`config.mk`:
```
export PLATFORM = sky130hd
export DESIGN_NAME = dvp_capture_win
export DESIGN_NICKNAME = d
export VERILOG_FILES = /design/src/rtl/dvp_pkg.sv /design/src/rtl/dvp_win_filter.sv /design/src/rtl/dvp_capture_win.sv
export SDC_FILE = /design/constraint.sdc
export NUM_CORES = 1
export LEC_CHECK = 0
export BUFFER_PORTS_ARGS = -buffer_cell sky130_fd_sc_hd__buf_2
export CAP_MARGIN = 15
export CORE_MARGIN = 2
export CORE_UTILIZATION = 40
export DETAILED_ROUTE_END_ITERATION = 7
export PLACE_DENSITY = 0.59
export SETUP_SLACK_MARGIN = 0.4
export SLEW_MARGIN = 40
export SYNTH_ARGS = -nofsm -noshare
export SYNTH_HDL_FRONTEND = slang
export SYNTH_SLANG_ARGS = --single-unit
```
`constraint.sdc`:
```
create_clock -name pclk -period 10.25 [get_ports pclk]
set_input_delay 1.5375 -clock pclk [delete_from_list [all_inputs] [get_ports pclk]]
set_output_delay 1.5375 -clock pclk [all_outputs]
set_load 0.05 [all_outputs]
```
`src/rtl/dvp_pkg.sv`:
```
// Shared definitions for the DVP capture path: FSM state encoding,
// decimation codes and small constant helpers.
package dvp_pkg;

  localparam logic [1:0] ST_WAIT_VS = 2'd0;
  localparam logic [1:0] ST_ARMED   = 2'd1;
  localparam logic [1:0] ST_ACTIVE  = 2'd2;

  localparam logic [1:0] DECIM_1 = 2'd0;
  localparam logic [1:0] DECIM_2 = 2'd1;
  localparam logic [1:0] DECIM_4 = 2'd2;

  // Never returns less than 1 so counters always have at least one bit.
  function automatic int clog2(input int value);
    int result;
    result = 1;
    for (int i = 1; i < 31; i++) begin
      if ((32'sd1 <<< i) < value) begin
        result = i + 1;
      end
    end
    return result;
  endfunction

  // Low-order offset bits that must be zero for a pixel to survive decimation.
  function automatic logic [1:0] decim_mask(input logic [1:0] decim);
    logic [1:0] mask;
    case (decim)
      DECIM_1: mask = 2'b00;
      DECIM_2: mask = 2'b01;
      DECIM_4: mask = 2'b11;
      default: mask = 2'b11;
    endcase
    return mask;
  endfunction

endpackage

```
`src/rtl/dvp_win_filter.sv`:
```
// Crop-window and decimation accept check for one pixel position against
// the frame's shadow configuration.
module dvp_win_filter
  import dvp_pkg::*;
#(
  parameter int X_W = 10,
  parameter int Y_W = 9
) (
  input  logic [X_W-1:0] i_x,
  input  logic [Y_W-1:0] i_y,
  input  logic [X_W-1:0] i_x0,
  input  logic [Y_W-1:0] i_y0,
  input  logic [X_W-1:0] i_w,
  input  logic [Y_W-1:0] i_h,
  input  logic [1:0]     i_decim,
  output logic           o_hit
);

  logic [X_W:0] w_dx;
  logic [Y_W:0] w_dy;
  logic [1:0]   w_mask;
  logic         w_x_in;
  logic         w_y_in;

  // The extra top bit of each offset is the borrow, i.e. position < origin.
  always_comb begin
    w_dx   = {1'b0, i_x} - {1'b0, i_x0};
    w_dy   = {1'b0, i_y} - {1'b0, i_y0};
    w_mask = decim_mask(i_decim);
    w_x_in = ~w_dx[X_W] && (w_dx[X_W-1:0] < i_w) && ((w_dx[1:0] & w_mask) == 2'b00);
    w_y_in = ~w_dy[Y_W] && (w_dy[Y_W-1:0] < i_h) && ((w_dy[1:0] & w_mask) == 2'b00);
    o_hit  = w_x_in && w_y_in;
  end

endmodule

```
`src/rtl/dvp_capture_win.sv`:
```
// DVP byte-pair capture with runtime crop window and decimation, producing
// linear frame-buffer writes plus frame and error status.
module dvp_capture_win
  import dvp_pkg::*;
#(
  parameter int IMG_W  = 640,
  parameter int IMG_H  = 480,
  parameter int ADDR_W = 17,
  parameter int FCNT_W = 8,
  localparam int X_W   = clog2(IMG_W),
  localparam int Y_W   = clog2(IMG_H)
) (
  input  logic              pclk,
  input  logic              iRST_N,
  input  logic              vsync,
  input  logic              href,
  input  logic [7:0]        d,
  input  logic              capture_en,
  input  logic [X_W-1:0]    win_x0,
  input  logic [Y_W-1:0]    win_y0,
  input  logic [X_W-1:0]    win_w,
  input  logic [Y_W-1:0]    win_h,
  input  logic [1:0]        decim,
  output logic              we,
  output logic [ADDR_W-1:0] addr,
  output logic [15:0]       dout,
  output logic              frame_done,
  output logic [FCNT_W-1:0] frame_cnt,
  output logic              ovf,
  output logic              line_err
);

  localparam logic [X_W-1:0]    X_MAX    = X_W'(IMG_W - 1);
  localparam logic [Y_W-1:0]    Y_MAX    = Y_W'(IMG_H - 1);
  localparam logic [ADDR_W-1:0] MAX_ADDR = {ADDR_W{1'b1}};

  logic              r_vs, r_vs_d, r_hr, r_hr_d;
  logic [7:0]        r_d, r_hi;
  logic [1:0]        r_state;
  logic              r_en;
  logic [X_W-1:0]    r_x0, r_w, r_x;
  logic [Y_W-1:0]    r_y0, r_h, r_y;
  logic [1:0]        r_dec;
  logic              r_x_sat, r_phase, r_line_px;
  logic [ADDR_W-1:0] r_next, r_addr;
  logic              r_full;
  logic              r_we, r_frame_done, r_ovf, r_line_err;
  logic [15:0]       r_dout;
  logic [FCNT_W-1:0] r_frame_cnt;

  logic w_vs_rise, w_vs_fall, w_hr_fall;
  logic w_active, w_pix, w_hit, w_accept, w_latch;

  assign w_vs_rise = r_vs & ~r_vs_d;
  assign w_vs_fall = ~r_vs & r_vs_d;
  assign w_hr_fall = ~r_hr & r_hr_d;
  assign w_active  = (r_state == ST_ACTIVE);
  assign w_pix     = w_active & r_hr & r_phase;
  assign w_accept  = w_pix & ~r_x_sat & w_hit;
  assign w_latch   = w_vs_rise & ((r_state == ST_WAIT_VS) | (r_state == ST_ACTIVE));

  assign we         = r_we;
  assign addr       = r_addr;
  assign dout       = r_dout;
  assign frame_done = r_frame_done;
  assign frame_cnt  = r_frame_cnt;
  assign ovf        = r_ovf;
  assign line_err   = r_line_err;

  dvp_win_filter #(
    .X_W (X_W),
    .Y_W (Y_W)
  ) u_filter (
    .i_x     (r_x),
    .i_y     (r_y),
    .i_x0    (r_x0),
    .i_y0    (r_y0),
    .i_w     (r_w),
    .i_h     (r_h),
    .i_decim (r_dec),
    .o_hit   (w_hit)
  );

  // Input sampling: sync signals and data share one register stage so they stay aligned.
  always_ff @(posedge pclk or negedge iRST_N) begin
    if (!iRST_N) begin
      r_vs   <= 1'b0;
      r_vs_d <= 1'b0;
      r_hr   <= 1'b0;
      r_hr_d <= 1'b0;
      r_d    <= 8'd0;
    end else begin
      r_vs   <= vsync;
      r_vs_d <= r_vs;
      r_hr   <= href;
      r_hr_d <= r_hr;
      r_d    <= d;
    end
  end

  // Frame FSM, byte pairing, line accounting and write generation.
  always_ff @(posedge pclk or negedge iRST_N) begin
    if (!iRST_N) begin
      r_state      <= ST_WAIT_VS;
      r_en         <= 1'b0;
      r_x0         <= '0;
      r_y0         <= '0;
      r_w          <= '0;
      r_h          <= '0;
      r_dec        <= 2'd0;
      r_x          <= '0;
      r_y          <= '0;
      r_x_sat      <= 1'b0;
      r_phase      <= 1'b0;
      r_line_px    <= 1'b0;
      r_hi         <= 8'd0;
      r_next       <= '0;
      r_full       <= 1'b0;
      r_addr       <= '0;
      r_dout       <= 16'd0;
      r_we         <= 1'b0;
      r_frame_done <= 1'b0;
      r_frame_cnt  <= '0;
      r_ovf        <= 1'b0;
      r_line_err   <= 1'b0;
    end else begin
      r_we         <= 1'b0;
      r_frame_done <= 1'b0;

      if (w_active && r_hr) begin
        if (!r_phase) begin
          r_hi    <= r_d;
          r_phase <= 1'b1;
        end else begin
          r_phase   <= 1'b0;
          r_line_px <= 1'b1;
          if (r_x == X_MAX) begin
            r_x_sat <= 1'b1;
          end else begin
            r_x <= r_x + X_W'(1);
          end
        end
      end else if (w_active && w_hr_fall) begin
        if (r_phase) begin
          r_line_err <= 1'b1;
        end
        r_phase   <= 1'b0;
        r_x       <= '0;
        r_x_sat   <= 1'b0;
        r_line_px <= 1'b0;
        if (r_line_px && (r_y != Y_MAX)) begin
          r_y <= r_y + Y_W'(1);
        end
      end

      // Once MAX_ADDR has been written the frame is full; later hits only flag ovf.
      if (w_accept) begin
        if (r_full) begin
          r_ovf <= 1'b1;
        end else begin
          r_we   <= 1'b1;
          r_addr <= r_next;
          r_dout <= {r_hi, r_d};
          if (r_next == MAX_ADDR) begin
            r_full <= 1'b1;
          end else begin
            r_next <= r_next + ADDR_W'(1);
          end
        end
      end

      case (r_state)
        ST_WAIT_VS: begin
          if (w_vs_rise) begin
            r_state <= ST_ARMED;
          end
        end
        ST_ARMED: begin
          if (w_vs_fall) begin
            r_state <= r_en ? ST_ACTIVE : ST_WAIT_VS;
          end
        end
        ST_ACTIVE: begin
          if (w_vs_rise) begin
            r_frame_done <= 1'b1;
            r_frame_cnt  <= r_frame_cnt + FCNT_W'(1);
            r_state      <= capture_en ? ST_ACTIVE : ST_ARMED;
          end
        end
        default: r_state <= ST_WAIT_VS;
      endcase

      // Frame start overrides any line-end update made on the same edge.
      if (w_latch) begin
        r_en      <= capture_en;
        r_x0      <= win_x0;
        r_y0      <= win_y0;
        r_w       <= win_w;
        r_h       <= win_h;
        r_dec     <= decim;
        r_x       <= '0;
        r_y       <= '0;
        r_x_sat   <= 1'b0;
        r_phase   <= 1'b0;
        r_line_px <= 1'b0;
        r_next    <= '0;
        r_full    <= 1'b0;
        r_addr    <= '0;
      end
    end
  end

endmodule
```
# Word-level counts from Yosys, hierarchy flattened
# Index checks and enable logic that the tools add are counted.
dict set report totals {
  ff_bits 148
  in_bits 53
  output_inout_bits 45
  wordCells 140
}
dict set report classes {
  addsub 6
  order_cmp 2
  eq_ne 15
  mux 42
  bitwise 20
  n_reduce_logical 28
}
# cell n
set op_table {}
lappend op_table {{17-bit 2-to-1 mux} 7}
lappend op_table {{10-bit 2-to-1 mux} 5}
lappend op_table {{9-bit 2-to-1 mux} 4}
lappend op_table {{1-bit 2-to-1 mux} 19}
lappend op_table {{3-bit AND reduction} 6}
lappend op_table {{17-bit by 1-bit adder with 17-bit output, second input constant} 1}
lappend op_table {{17-bit equality test, second input constant} 1}
lappend op_table {{2-bit AND reduction} 6}
lappend op_table {{10-bit by 10-bit subtractor with 11-bit output} 1}
lappend op_table {{10-bit by 1-bit adder with 10-bit output, second input constant} 1}
lappend op_table {{10-bit equality test, second input constant} 1}
lappend op_table {{10-bit less-than comparator} 1}
lappend op_table {{2-bit 2-to-1 mux} 5}
lappend op_table {{2-bit inequality test, second input constant} 5}
lappend op_table {{9-bit by 9-bit subtractor with 10-bit output} 1}
lappend op_table {{9-bit by 1-bit adder with 9-bit output, second input constant} 1}
lappend op_table {{9-bit less-than comparator} 1}
lappend op_table {{9-bit inequality test, second input constant} 1}
lappend op_table {{1-bit inverter} 9}
lappend op_table {{8-bit by 1-bit adder with 8-bit output, second input constant} 1}
lappend op_table {{1-bit bitwise AND} 8}
lappend op_table {{1-bit logical AND} 8}
lappend op_table {{2-bit zero test} 4}
lappend op_table {{3-bit inequality test, second input constant} 2}
lappend op_table {{other kinds (10)} 14}

# Longest topological paths before layout
dict set report depth {
  word_depth 9
  ltp_mapped 17
  mapped_depth_nobuf 16
}

# Hierarchy
# Synthesis repeated with hierarchy kept, for this count alone.
dict set report hier_totals {
  cells_unflattened 822
  hier_area_um2 7609.8
}
# mod instances cells_each area_each_um2 seq_area_each_um2
set modules_own_cells {}
lappend modules_own_cells {dvp_capture_win 1 639 6321.1 3703.6}
lappend modules_own_cells {dvp_win_filter 1 183 1288.7 0.0}

# Worst setup path before layout
# No wires, ideal clock.
dict set report synth_timing {
  path_type {register to register}
  start {register r_x[1]}
  end {register r_dout[10] (netlist: dout[10])}
  setup_time_ps 125
  t_arrival_ps 3942
  required_ps 10125
  path_slack_ps 6182
  path_stages_with_launch 16
  path_buffers 1
  synth_period_minus_slack_ps 4068
  cell_sequence {dfrtp_1 ha_1 nor2b_1 o21ai_0 a21o_1 a31oi_1 or4b_2 nand3_1 ha_1 nand3_1 o2111ai_1 nor4_4 o211ai_4 nor4_4 buf_6 mux2_4}
}
dict set report synth_via {
  elab_chain_cells 7
  elab_cells_between_ends 10
  classes_between {add/sub (1); order compare (1); bitwise (3); reduce/logical (5)}
}
# element line_no
set synth_lines {}
lappend synth_lines {{start: declaration} dvp_capture_win.sv:41} ;# logic [X_W-1:0] r_x0, r_w, r_x;
lappend synth_lines {{start signal: assignment} dvp_capture_win.sv:140} ;# r_x <= r_x + X_W'(1);
lappend synth_lines {{10-bit by 10-bit subtractor with 11-bit output *} dvp_win_filter.sv:27} ;# w_dx = {1'b0, i_x} - {1'b0, i_x0};
lappend synth_lines {{10-bit less-than comparator (tied with other cells)} dvp_win_filter.sv:30} ;# w_x_in = ~w_dx[X_W] && (w_dx[X_W-1:0] < i_w) && ((w_dx[1:0] & w_mask) == 2'b00);
lappend synth_lines {{1-bit logical AND / 2-bit zero test (equally long branches)} dvp_win_filter.sv:30}
lappend synth_lines {{1-bit logical AND *} dvp_win_filter.sv:30}
lappend synth_lines {{1-bit logical AND *} dvp_win_filter.sv:32} ;# o_hit = w_x_in && w_y_in;
lappend synth_lines {{1-bit bitwise AND *} dvp_capture_win.sv:59} ;# assign w_accept = w_pix & ~r_x_sat & w_hit;
lappend synth_lines {{2-bit AND reduction (no line) *} -}
lappend synth_lines {{end signal: assignment} dvp_capture_win.sv:163} ;# r_dout <= {r_hi, r_d};
lappend synth_lines {{end: declaration} dvp_capture_win.sv:48} ;# logic [15:0] r_dout;
# Every way passes the cells marked *; elsewhere a longest branch is shown, timed or not.
# A chain may end at the register's enable or synchronous reset.

# Final worst setup path
dict set report layout_timing {
  start {register r_x[1]}
  end {register r_dout[4] (netlist: dout[4])}
}
# Same word-level chain as after synthesis.

==> flow_metrics.env <==
export IMPL_numCtsBuffers=17
export IMPL_die_area_mm2=0.0206
export IMPL_synth_edf_count=0
export IMPL_ys_top_cells_by_area="dfrtp_1, ha_1, nand2_1"
export IMPL_yosysTopAreaCell="dfrtp_1"
export IMPL_slew_viol_final=0
export IMPL_gp_congestion=0.848
export IMPL_dr_total_vias=5974
export IMPL_critPathLaunch="r_x[1]"
export IMPL_yosysWarningCount=0
export IMPL_async_reset_ff_frac=1.00
export IMPL_irDropWorstVdd_uv=146
export IMPL_cts_clk_slew_worst_paths_ns=0.07
export IMPL_fin_crit_sh=0.439
export IMPL_critPathCaptureType="flip-flop"
export IMPL_numClockSinks=148
export IMPL_drive_gt1_frac=0.201
export IMPL_vias_per_cell=5.23
export IMPL_antenna_found_initial=1
export IMPL_place_ws_ns=5.74
export IMPL_grt_pass1_vias=5662
export IMPL_setup_viol=0
export IMPL_place_port_buffers=97
export IMPL_crit_required_ns=10.57
export IMPL_first_pass_iters=4
export IMPL_antenna_cells=0
export IMPL_r2r_start="r_x[1]"
export IMPL_synth_top_cell_area_share=0.477
export IMPL_post_cts_resized=0
export IMPL_grtUsageMet2=0.271
export IMPL_htree_levels=4
export IMPL_synthCells=784
export IMPL_synth_area_per_cell_um2=9.91
export IMPL_fp_dieW_um=143
export IMPL_fin_nets=965
export IMPL_synth_seq_cells=148
export IMPL_pin_count=98
export IMPL_fmax_mhz=222
export IMPL_cp_start_kind="flip-flop"
export IMPL_worst_slack_ns=5.75
export IMPL_dp_hpwl_um=12400
export IMPL_relSlewSlack=0.443
export IMPL_fin_crit_ns=4.50
export IMPL_cts_buffer_depth=2
export IMPL_grtUsageMet1=0.273
export IMPL_fill_cells=1863
export IMPL_busiest_layer="met1"
export IMPL_syn_area_mm2=0.00777
export IMPL_synth_net_count=880
export IMPL_grt_total_usage=0.185
export IMPL_cts_tree="yes"
export IMPL_hold_class="reg2reg"
export IMPL_wl_per_cell_um=15.8
export IMPL_grt_max_degree=106
export IMPL_gr_total_overflow=0
export IMPL_cts_root_buf="clkbuf_16"
export IMPL_postRouteAntennaNets=0
export IMPL_dieHeight_um=143
export IMPL_synth_most_common_cell="dfrtp_1"
export IMPL_area_growth_pct=17.0
export IMPL_seq_area_frac_synth=0.477
export IMPL_hold_violations=0
export IMPL_path_max_fanout=25
export IMPL_post_cts_buffers=0
export IMPL_start_util=0.411
export IMPL_finalWirelength_um=18000
export IMPL_clock_skew_ns=0.0131
export IMPL_gr_usage_met3=0.0460
export IMPL_synthFlopType="dfrtp_1"
export IMPL_max_cap_violations=0
export IMPL_core_mm2=0.0189
export IMPL_leakage_nw=4.33
export IMPL_clk_latency_ns=0.43
export IMPL_synth_cell_types=62
export IMPL_num_rows=50
export IMPL_cellPowerDensity_mw_per_mm2=233
export IMPL_worst_slew_pin_slew_ns=0.832
export IMPL_multi_input_area_mm2=0.00375
export IMPL_fin_setup_tns_ns=0
export IMPL_ctsHoldBuffers=0
export IMPL_critPathKind="reg2reg"
export IMPL_hp_start="r_vs"
export IMPL_drtIter0Drc=413
export IMPL_grt_pass1_wl_um=29800
export IMPL_worstPathArrival_ns=4.82
export IMPL_synth_common_cells="dfrtp_1, nand2_1, o21ai_0"
export IMPL_rsz0062_at_grt="no"
export IMPL_regArea_mm2=0.00370
export IMPL_status="completed"
export IMPL_drc=0
-- final cells by class --
cell class	count	share of cell area
clock buffers	18	0.0472
well taps	260	0.0358
multi-input cells	551	0.413
inverters	48	0.0198
flip-flops and latches	148	0.407
repair buffers	103	0.0601
clock inverters	14	0.0171
-- kinds of logic after synthesis --
kind of cell | share of synthesized area
compound gates | 0.136
xor+xnor | 0.0338
mux | 0.0591
simple gates | 0.181
fa+ha+maj | 0.0712
flops | 0.477
buf+inv | 0.0422
-- cells in the final DEF, fill, tap and decap left out, types with 3 or more instances in the layout --
master / Yosys / routed
nor2_1: 36 / 34
buf_2: 1 / 96
a21o_1: 5 / 5
inv_8: 0 / 3
buf_4: 0 / 4
mux2_2: 15 / 15
and4_1: 5 / 5
o211ai_1: 9 / 9
and2_1: 4 / 4
inv_1: 47 / 47
xnor2_1: 10 / 10
nand2_1: 99 / 99
nor3_1: 7 / 7
inv_6: 0 / 7
a21oi_1: 34 / 34
o31ai_1: 22 / 22
nor2b_1: 6 / 6
xor2_1: 20 / 20
a31oi_1: 4 / 4
mux2_4: 10 / 10
clkbuf_16: 0 / 17
nand3_1: 14 / 14
a21boi_0: 3 / 3
nand2b_1: 16 / 16
nor4_1: 15 / 15
o21ai_1: 3 / 3
dfrtp_1: 148 / 148
ha_1: 41 / 41
nand4_1: 36 / 36
o21ai_0: 61 / 60
o21a_1: 3 / 3
mux2i_1: 14 / 14
o2111ai_1: 4 / 4
and3_1: 14 / 14
or2_2: 5 / 5
-- stage by stage --
step                cells  area (um2)  power [mW]  utilization  hold WS (ns)
floorplan             784        7770        1.31            -         0.382
global placement     1110        8490        1.49        0.449         0.405
detailed placement   1110        8500        1.51        0.450         0.408
CTS                  1142        9080        2.14        0.481         0.423
global route         1142        9090        2.28        0.481         0.450
finish               1142        9090        2.12        0.481         0.421
-- flip-flops by register name, summed over array words and instances, names as in the netlist, 9 cells and up --
| signal | flops |
|---|---|
| r_x | 10 |
| dout | 16 |
| r_y0 | 9 |
| r_x0 | 10 |
| r_y | 9 |
| r_h | 9 |
| r_next | 17 |
| r_w | 10 |
| addr | 17 |
-- worst paths after layout --
check,end,slack (ns),cells past startpoint
min reg2reg,r_vs_d,0.42,0
max in group asynchronous,r_next[1],8.06,2
min,r_vs_d,0.42,0
min in group asynchronous,r_x0[7],1.17,1
max,dout[4],5.75,15
max reg2reg,dout[4],5.75,15
-- metal layers --
layer | up-vias | wire [um]
li1 | 2965 | -
met1 | 2854 | 9130
met2 | 135 | 7830
met3 | 18 | 777
met4 | 2 | 244
met5 | - | 13
-- report_power, final --
group	internal [mW]	switching [mW]
sequential	0.692	0.0587
combinational	0.294	0.448
clock	0.347	0.276
total	1.33	0.783
-- critical path, cell delays in order, from the launching register on --
cell and delay [ns]:
dfrtp_1 0.45, ha_1 0.29, nor2b_1 0.12, o21ai_0 0.19
a21o_1 0.17, a31oi_1 0.13, or4b_2 0.65, nand3_1 0.11
ha_1 0.26, nand3_1 0.13, o2111ai_1 0.17, nor4_4 0.35
o211ai_4 0.33, nor4_4 0.33, buf_4 0.31, mux2_2 0.37
Note: power is estimated with default switching activity, not from simulation.
